`config.mk`:
```
export PLATFORM = sky130hd
export DESIGN_NAME = id_ex_stage
export DESIGN_NICKNAME = d
export VERILOG_FILES = /design/src/rtl/mips_pipe_pkg.sv /design/src/rtl/id_ex_stage_fwd_select.sv /design/src/rtl/id_ex_stage.sv
export SDC_FILE = /design/constraint.sdc
export NUM_CORES = 1
export LEC_CHECK = 0
export CELL_PAD_IN_SITES_DETAIL_PLACEMENT = 0
export CELL_PAD_IN_SITES_GLOBAL_PLACEMENT = 1
export CORE_MARGIN = 5
export CORE_UTILIZATION = 25
export DETAILED_ROUTE_END_ITERATION = 16
export GPL_TIMING_DRIVEN = 0
export PLACE_DENSITY = 0.65
export SYNTH_ARGS = -nofsm -noshare
export SYNTH_HDL_FRONTEND = slang
export SYNTH_SLANG_ARGS = --single-unit
```
`constraint.sdc`:
```
create_clock -name clk -period 5.42 [get_ports clk]
set_input_delay 0.542 -clock clk [delete_from_list [all_inputs] [get_ports clk]]
set_output_delay 0.542 -clock clk [all_outputs]
set_load 0.02 [all_outputs]
```
`src/rtl/mips_pipe_pkg.sv`:
```
// Shared control-bus layout and forwarding-select encodings for the MIPS pipeline.
package mips_pipe_pkg;

   localparam int unsigned CTRL_W        = 9;
   localparam int unsigned CTRL_REGDST   = 0;
   localparam int unsigned CTRL_ALUSRC   = 1;
   localparam int unsigned CTRL_MEMTOREG = 2;
   localparam int unsigned CTRL_REGWRITE = 3;
   localparam int unsigned CTRL_MEMREAD  = 4;
   localparam int unsigned CTRL_MEMWRITE = 5;
   localparam int unsigned CTRL_BRANCH   = 6;
   // ALUOp occupies [CTRL_ALUOP+1:CTRL_ALUOP]
   localparam int unsigned CTRL_ALUOP    = 7;

   localparam logic [1:0] FWD_REG   = 2'b00;
   localparam logic [1:0] FWD_EXMEM = 2'b10;
   localparam logic [1:0] FWD_MEMWB = 2'b01;

endpackage

```
`src/rtl/id_ex_stage_fwd_select.sv`:
```
// Forwarding select for one ALU operand; the newer EX/MEM result beats MEM/WB.
module fwd_select
   import mips_pipe_pkg::*;
(
   input  logic [4:0] src_reg,
   input  logic [4:0] ex_dest,
   input  logic       ex_valid,
   input  logic       ex_regwrite,
   input  logic [4:0] mem_dest,
   input  logic       mem_regwrite,
   output logic [1:0] sel
);

   logic ex_hit;
   logic mem_hit;

   // $0 is hardwired, so a write to it is never a forwarding source
   assign ex_hit  = ex_valid && ex_regwrite && (ex_dest != 5'd0) && (ex_dest == src_reg);
   assign mem_hit = mem_regwrite && (mem_dest != 5'd0) && (mem_dest == src_reg);

   always_comb begin
      sel = FWD_REG;
      if (ex_hit) begin
         sel = FWD_EXMEM;
      end else if (mem_hit) begin
         sel = FWD_MEMWB;
      end
   end

endmodule

```
`src/rtl/id_ex_stage.sv`:
```
// ID/EX pipeline register with load-use stall detection, flush bubbles and
// registered forwarding selects for the EX-stage operand muxes.
module id_ex_stage
   import mips_pipe_pkg::*;
(
   input  logic              clk,
   input  logic              reset,
   input  logic              id_valid,
   input  logic [31:0]       id_pc4,
   input  logic [31:0]       id_rs_data,
   input  logic [31:0]       id_rt_data,
   input  logic [31:0]       id_imm,
   input  logic [4:0]        id_rs,
   input  logic [4:0]        id_rt,
   input  logic [4:0]        id_rd,
   input  logic [CTRL_W-1:0] id_ctrl,
   input  logic              flush,
   input  logic              mem_regwrite,
   input  logic [4:0]        mem_wr_reg,
   output logic              ex_valid,
   output logic [CTRL_W-1:0] ex_ctrl,
   output logic [31:0]       ex_pc4,
   output logic [31:0]       ex_rs_data,
   output logic [31:0]       ex_rt_data,
   output logic [31:0]       ex_imm,
   output logic [4:0]        ex_rs,
   output logic [4:0]        ex_rt,
   output logic [4:0]        ex_rd,
   output logic [1:0]        ex_fwd_a,
   output logic [1:0]        ex_fwd_b,
   output logic              stall
);

   logic [4:0] ex_dest;
   logic [1:0] fwd_a_next;
   logic [1:0] fwd_b_next;
   logic       bubble;

   assign ex_dest = ex_ctrl[CTRL_REGDST] ? ex_rd : ex_rt;

   // Load in EX whose result the ID instruction needs; flush overrides it
   assign stall = id_valid && ex_valid && ex_ctrl[CTRL_MEMREAD] && (ex_rt != 5'd0) &&
                  ((ex_rt == id_rs) || (ex_rt == id_rt)) && !flush;

   assign bubble = flush || stall;

   fwd_select u_fwd_a (
      .src_reg      (id_rs),
      .ex_dest      (ex_dest),
      .ex_valid     (ex_valid),
      .ex_regwrite  (ex_ctrl[CTRL_REGWRITE]),
      .mem_dest     (mem_wr_reg),
      .mem_regwrite (mem_regwrite),
      .sel          (fwd_a_next)
   );

   fwd_select u_fwd_b (
      .src_reg      (id_rt),
      .ex_dest      (ex_dest),
      .ex_valid     (ex_valid),
      .ex_regwrite  (ex_ctrl[CTRL_REGWRITE]),
      .mem_dest     (mem_wr_reg),
      .mem_regwrite (mem_regwrite),
      .sel          (fwd_b_next)
   );

   always_ff @(posedge clk or posedge reset) begin
      if (reset) begin
         ex_valid   <= 1'b0;
         ex_ctrl    <= '0;
         ex_pc4     <= '0;
         ex_rs_data <= '0;
         ex_rt_data <= '0;
         ex_imm     <= '0;
         ex_rs      <= '0;
         ex_rt      <= '0;
         ex_rd      <= '0;
         ex_fwd_a   <= FWD_REG;
         ex_fwd_b   <= FWD_REG;
      end else if (bubble) begin
         // Bubble only kills validity/control; data fields keep their contents
         ex_valid <= 1'b0;
         ex_ctrl  <= '0;
         ex_fwd_a <= FWD_REG;
         ex_fwd_b <= FWD_REG;
      end else begin
         ex_valid   <= id_valid;
         ex_ctrl    <= id_valid ? id_ctrl : '0;
         ex_pc4     <= id_pc4;
         ex_rs_data <= id_rs_data;
         ex_rt_data <= id_rt_data;
         ex_imm     <= id_imm;
         ex_rs      <= id_rs;
         ex_rt      <= id_rt;
         ex_rd      <= id_rd;
         ex_fwd_a   <= fwd_a_next;
         ex_fwd_b   <= fwd_b_next;
      end
   end

endmodule

```
# Yosys cells after proc, flatten, opt, wreduce, memory -nomap -nowiden
# Index checks and enable logic that the tools add are counted.
# word_totals
ff_bits	157
latchBits	0
mem_bits_rw	0
mem_bits_ro	0
output_inout_bits	158
memories	0
# op_classes
add_sub_neg	0
mul	0
n_div	0
n_lt_le_gt_ge	0
n_eq_ne	6
shifts	0
mux	10
bitwise_logic	0
n_reduce_logical	18
# ops
cell	count
5-bit == test	6
9-bit two-way mux	2
5-bit nonzero test	3
1-bit logical AND	12
2-bit two-way mux	4
5-bit two-way mux	1
1-bit two-way mux	3
1-bit logical OR	2
1-bit zero test	1

# Logic depth before layout (Yosys ltp)
# depth
ltp_word	7
depth_mapped	8
mapped_depth_nobuf	5

# Hierarchy
# From an unflattened synthesis, not the netlist that was laid out.
# unflattened
hier_cells	401
hier_area_um2	6891.6
# modules_own_cells
mod	instances	cells_per_inst	area_per_inst_um2	seq_area_each_um2
id_ex_stage	1	359	6581.3	3928.8
fwd_select	2	21	155.1	0.0

# Worst setup path before layout
# OpenSTA, ideal clock, no wires.
# synth_path
kind	register to register
startpoint	register ex_rt[3]
endpoint	register ex_imm[30]
t_arrival_ps	2208
required_ps	5293
path_slack_ps	3084
stages_incl_launch_ff	7
path_buffers	2
cell_sequence	dfrtp_1 -> or4_1 -> o2111a_1 -> a21oi_2 -> buf_6 -> buf_6 -> mux2_1
# synth_between
elab_chain_cells	5
# synth_lines
element	line_no	source
start, declared	id_ex_stage.sv:27	output logic [4:0] ex_rt,
start signal, assigned	id_ex_stage.sv:94	ex_rt <= id_rt;
5-bit == test / 5-bit nonzero test (equally long branches)	id_ex_stage.sv:43, id_ex_stage.sv:42	
1-bit logical OR / 1-bit logical AND (equally long branches)	id_ex_stage.sv:43, id_ex_stage.sv:42	
1-bit logical AND *	id_ex_stage.sv:42	assign stall = id_valid && ex_valid && ex_ctrl[CTRL_MEMREAD] && (ex_rt != 5'd0) &&
1-bit logical AND *	id_ex_stage.sv:43	((ex_rt == id_rs) || (ex_rt == id_rt)) && !flush;
1-bit logical OR *	id_ex_stage.sv:45	assign bubble = flush || stall;
end signal, assigned	id_ex_stage.sv:92	ex_imm <= id_imm;
end, declared	id_ex_stage.sv:25	output logic [31:0] ex_imm,
# Every way passes the cells marked *; elsewhere a longest branch is shown, timed or not.
# A chain may end at the register's enable or synchronous reset.

# Worst setup path in the final report
# layout_path
startpoint	input id_rs[2]
endpoint	output stall
# layout_between
elab_chain_cells	4
# layout_lines
element	line_no	source
start, declared	id_ex_stage.sv:13	input logic [4:0] id_rs,
5-bit == test	id_ex_stage.sv:43	
1-bit logical OR	id_ex_stage.sv:43	
1-bit logical AND	id_ex_stage.sv:42	
1-bit logical AND	id_ex_stage.sv:43	
end, declared	id_ex_stage.sv:31	output logic stall
# Every way passes these cells.

==> flow_summary.ini <==
[grt]
antenna_found_initial = 0
first_global_vias = 5084
track_usage_pct = 13.7
grt_pass1_wl_mm = 30.2
grt_max_degree = 94
grt_overflow = 0

[clock_tree]
cts_resized = 0
clockBufferDepth = 2
clk_pin_slew_worst_paths_ps = 70
holdBufCountCts = 0
cts_root_buf = clkbuf_16
cts_buffers = 17
clock_sinks = 157
insertion_delay_ps = 410
htreeDepth = 4
cts_tree = done
post_cts_buffers = 0

[worst_setup_path]
crit_chain = clkdlybuf4s50_1 > xnor2_1 > nand3_1 > o22ai_1 > nand2_1 > nor2_1 > clkdlybuf4s50_1
ff2ff_path_depth = 6
cp_common_cell = clkdlybuf4s50_1
crit_fanout = 5
max_stage_delay_ps = 630
start_kind = input port
critPathSlowestCell = clkdlybuf4s50_1
cp.arrival_ps = 2700
critPathKind = in2out
reg2reg_slack_ps = 2670
timing.rr.start = ex_rt[3]$_DFFE_PP0N_
r2r_end = ex_rs_data[5]$_DFFE_PP0N_
critPathRequiredTime_ps = 4880
cp-end-kind = primary output

[synthesis]
syn_area_um2 = 6240
netlist.area_leader.share_pct = 62.9
synthTopCellsByArea = dfrtp_1, mux2_2, mux2_1
yosys.area.top_type = dfrtp_1
synth_common_cells = dfrtp_1, mux2_2, mux2_1, xnor2_1, and2_1
synth_edf_count = 0
ys_seq_area_share_pct = 62.9
synth_ff_type = dfrtp_1
synthMostInstantiatedCell = dfrtp_1
syn-num-nets = 557
syn_inst = 395
async_flop_share_pct = 100
yosysWarnings = 0
synth.distinct_cells = 26
synth_seq_cells = 157
avgSynthCellArea_um2 = 15.8

[floorplan]
rows = 57
die_area_um2 = 28200
die_w_um = 168
initial_core_util_pct = 25.5
core-area_um2 = 24500
boundaryPins = 320
die_y_um = 168

[power_and_ir_drop]
powerDensity_nw_per_um2 = 307
seq_power_share_pct = 42.1
power.total_mw = 3.20
p_sw_mw = 0.904
internal-power_mw = 2.29
peakVddDrop_v = 0.000151
pwr-share-clk_pct = 35.3
power_leakage_nw = 4.19
comb_power_share_pct = 22.6
swShare_pct = 28.3

[layout]
drive_gt1_share_pct = 16.3
syn2layout_area_growth_pct = 66.9
final_nets = 896
diodes = 0

[sta]
worst_slew_pin_slew_ps = 942
hold_ws_ps = 484
setup_tns_ps = 0
fin_crit_ps = 3240
finalSetupViolCount = 0
rsz0062_at_grt = false
max-slew-margin-rel_pct = 37.2
hold_viol_final = 0
fmax_mhz = 309
final-max-slew-violation-count = 0
fin_ws_ps = 2180
fin_crit_sh_pct = 59.8
fin_worst_skew_ps = 10.9

[outcome]
status = finished clean

[routing]
dr.pass1.iters = 4
wl_mm = 19.6
drc = 0
postRouteAntennaNets = 0
vias = 4511
first_iter_violations = 158
wl_per_cell_um = 18.3
viasPerCell = 4.21

[flow_run]
maxCapViolCount = 0

[place]
dp_hpwl_mm = 15.3
place_congestion = 0.794
place_ws_ps = 2190
portBuffers = 319

[hold_path]
hp-start = ex_rt_data[12]$_DFFE_PP0N_
holdPathEnd = ex_rt_data[12]$_DFFE_PP0N_
min_path_cells = 1
hp-class = reg2reg
worst max-delay path: cells and delay by family:
kind | cells | cell delay [ps]
buffers and inverters | 2 | 1250
AND/OR/NAND/NOR | 3 | 390
AO/OA/AOI/OAI | 1 | 350
XOR/XNOR | 1 | 160
power by group through the flow:
stage	clock network (mW)	registers (mW)	logic, mW
after floorplan	0	1.50	0.179
after global placement	0	1.36	0.725
after detailed placement	0	1.37	0.734
after CTS	1.18	1.35	0.737
after global routing	1.23	1.36	0.768
final	1.13	1.34	0.722
stage by stage:
stage	area, µm²	cells	utilization, %
after detailed placement	9870	1039	40.4
after global placement	9840	1038	40.2
after CTS	10400	1071	42.6
after floorplan	6240	395	-
after global routing	10400	1071	42.6
final	10400	1071	42.6
routing by layer:
layer	track usage, %	wire [µm]
met1	16.0	7760
met2	23.3	9620
met3	5.37	1960
met4	3.92	233
met5	0	0
placed cells by master (no fill, tap or decap):
cell type | netlist | layout
clkinv_4 | 0 | 1
buf_6 | 8 | 8
clkbuf_1 | 2 | 4
and2_1 | 9 | 9
nand2_1 | 4 | 4
inv_6 | 0 | 6
and4_1 | 2 | 2
nor3b_1 | 3 | 3
inv_8 | 0 | 1
clkdlybuf4s50_1 | 0 | 319
xor2_1 | 8 | 8
buf_16 | 0 | 1
mux2_2 | 73 | 73
mux2i_1 | 5 | 5
a21oi_2 | 1 | 1
nor2_1 | 3 | 3
nor3_1 | 6 | 6
clkinvlp_4 | 0 | 5
nand4_1 | 2 | 2
o22ai_1 | 1 | 1
xnor2_1 | 22 | 22
a311oi_1 | 1 | 1
clkbuf_16 | 0 | 17
nand2b_1 | 1 | 1
or4_1 | 2 | 2
o2111a_1 | 1 | 1
buf_2 | 7 | 7
buf_4 | 1 | 1
nand3_1 | 4 | 4
a21oi_1 | 1 | 1
dfrtp_1 | 157 | 157
mux2_1 | 70 | 70
clkbuf_8 | 0 | 1
state kept, by name, summed over array words and instances (netlist names):
signal / cells
ex_imm: 32
ex_pc4: 32
ex_rs_data: 32
ex_rt_data: 32
ex_ctrl: 9
ex_rd: 5
ex_rs: 5
ex_rt: 5
ex_fwd_a: 2
ex_fwd_b: 2
ex_valid: 1
worst max-delay path by stage:
stage	startpoint	end	slack, ps	cells after the start
6_report	id_rs[2]	stall	2180	7
2_1_floorplan	reset	ex_ctrl[0]$_DFF_PP0_	640	1
3_3_place_gp	reset	ex_imm[20]$_DFFE_PP0N_	-1420	2
3_5_place_dp	id_rt[4]	stall	2190	7
4_1_cts	id_rs[2]	stall	2180	7
5_1_grt	id_rs[2]	stall	2050	7
final cells by class:
cell class | instances | area, µm²
clock inverter | 12 | 101
tap | 324 | 405
fill | 2241 | 14000
sequential | 157 | 3930
clock buffer | 20 | 447
multi-input combinational | 219 | 2170
inverter | 1 | 8.76
timing repair buffer | 320 | 3220
buffer | 18 | 140
cells by family (layout without fill, tap and decap cells):
group | after synthesis | count (layout) | synth area share, %
xor+xnor | 30 | 30 | 4.21
mux | 148 | 148 | 26.6
compound gates | 5 | 5 | 0.641
buf+inv | 19 | 371 | 2.31
flops | 157 | 157 | 62.9
simple gates | 36 | 36 | 3.31
No activity file was read; power rests on OpenSTA's default activity.
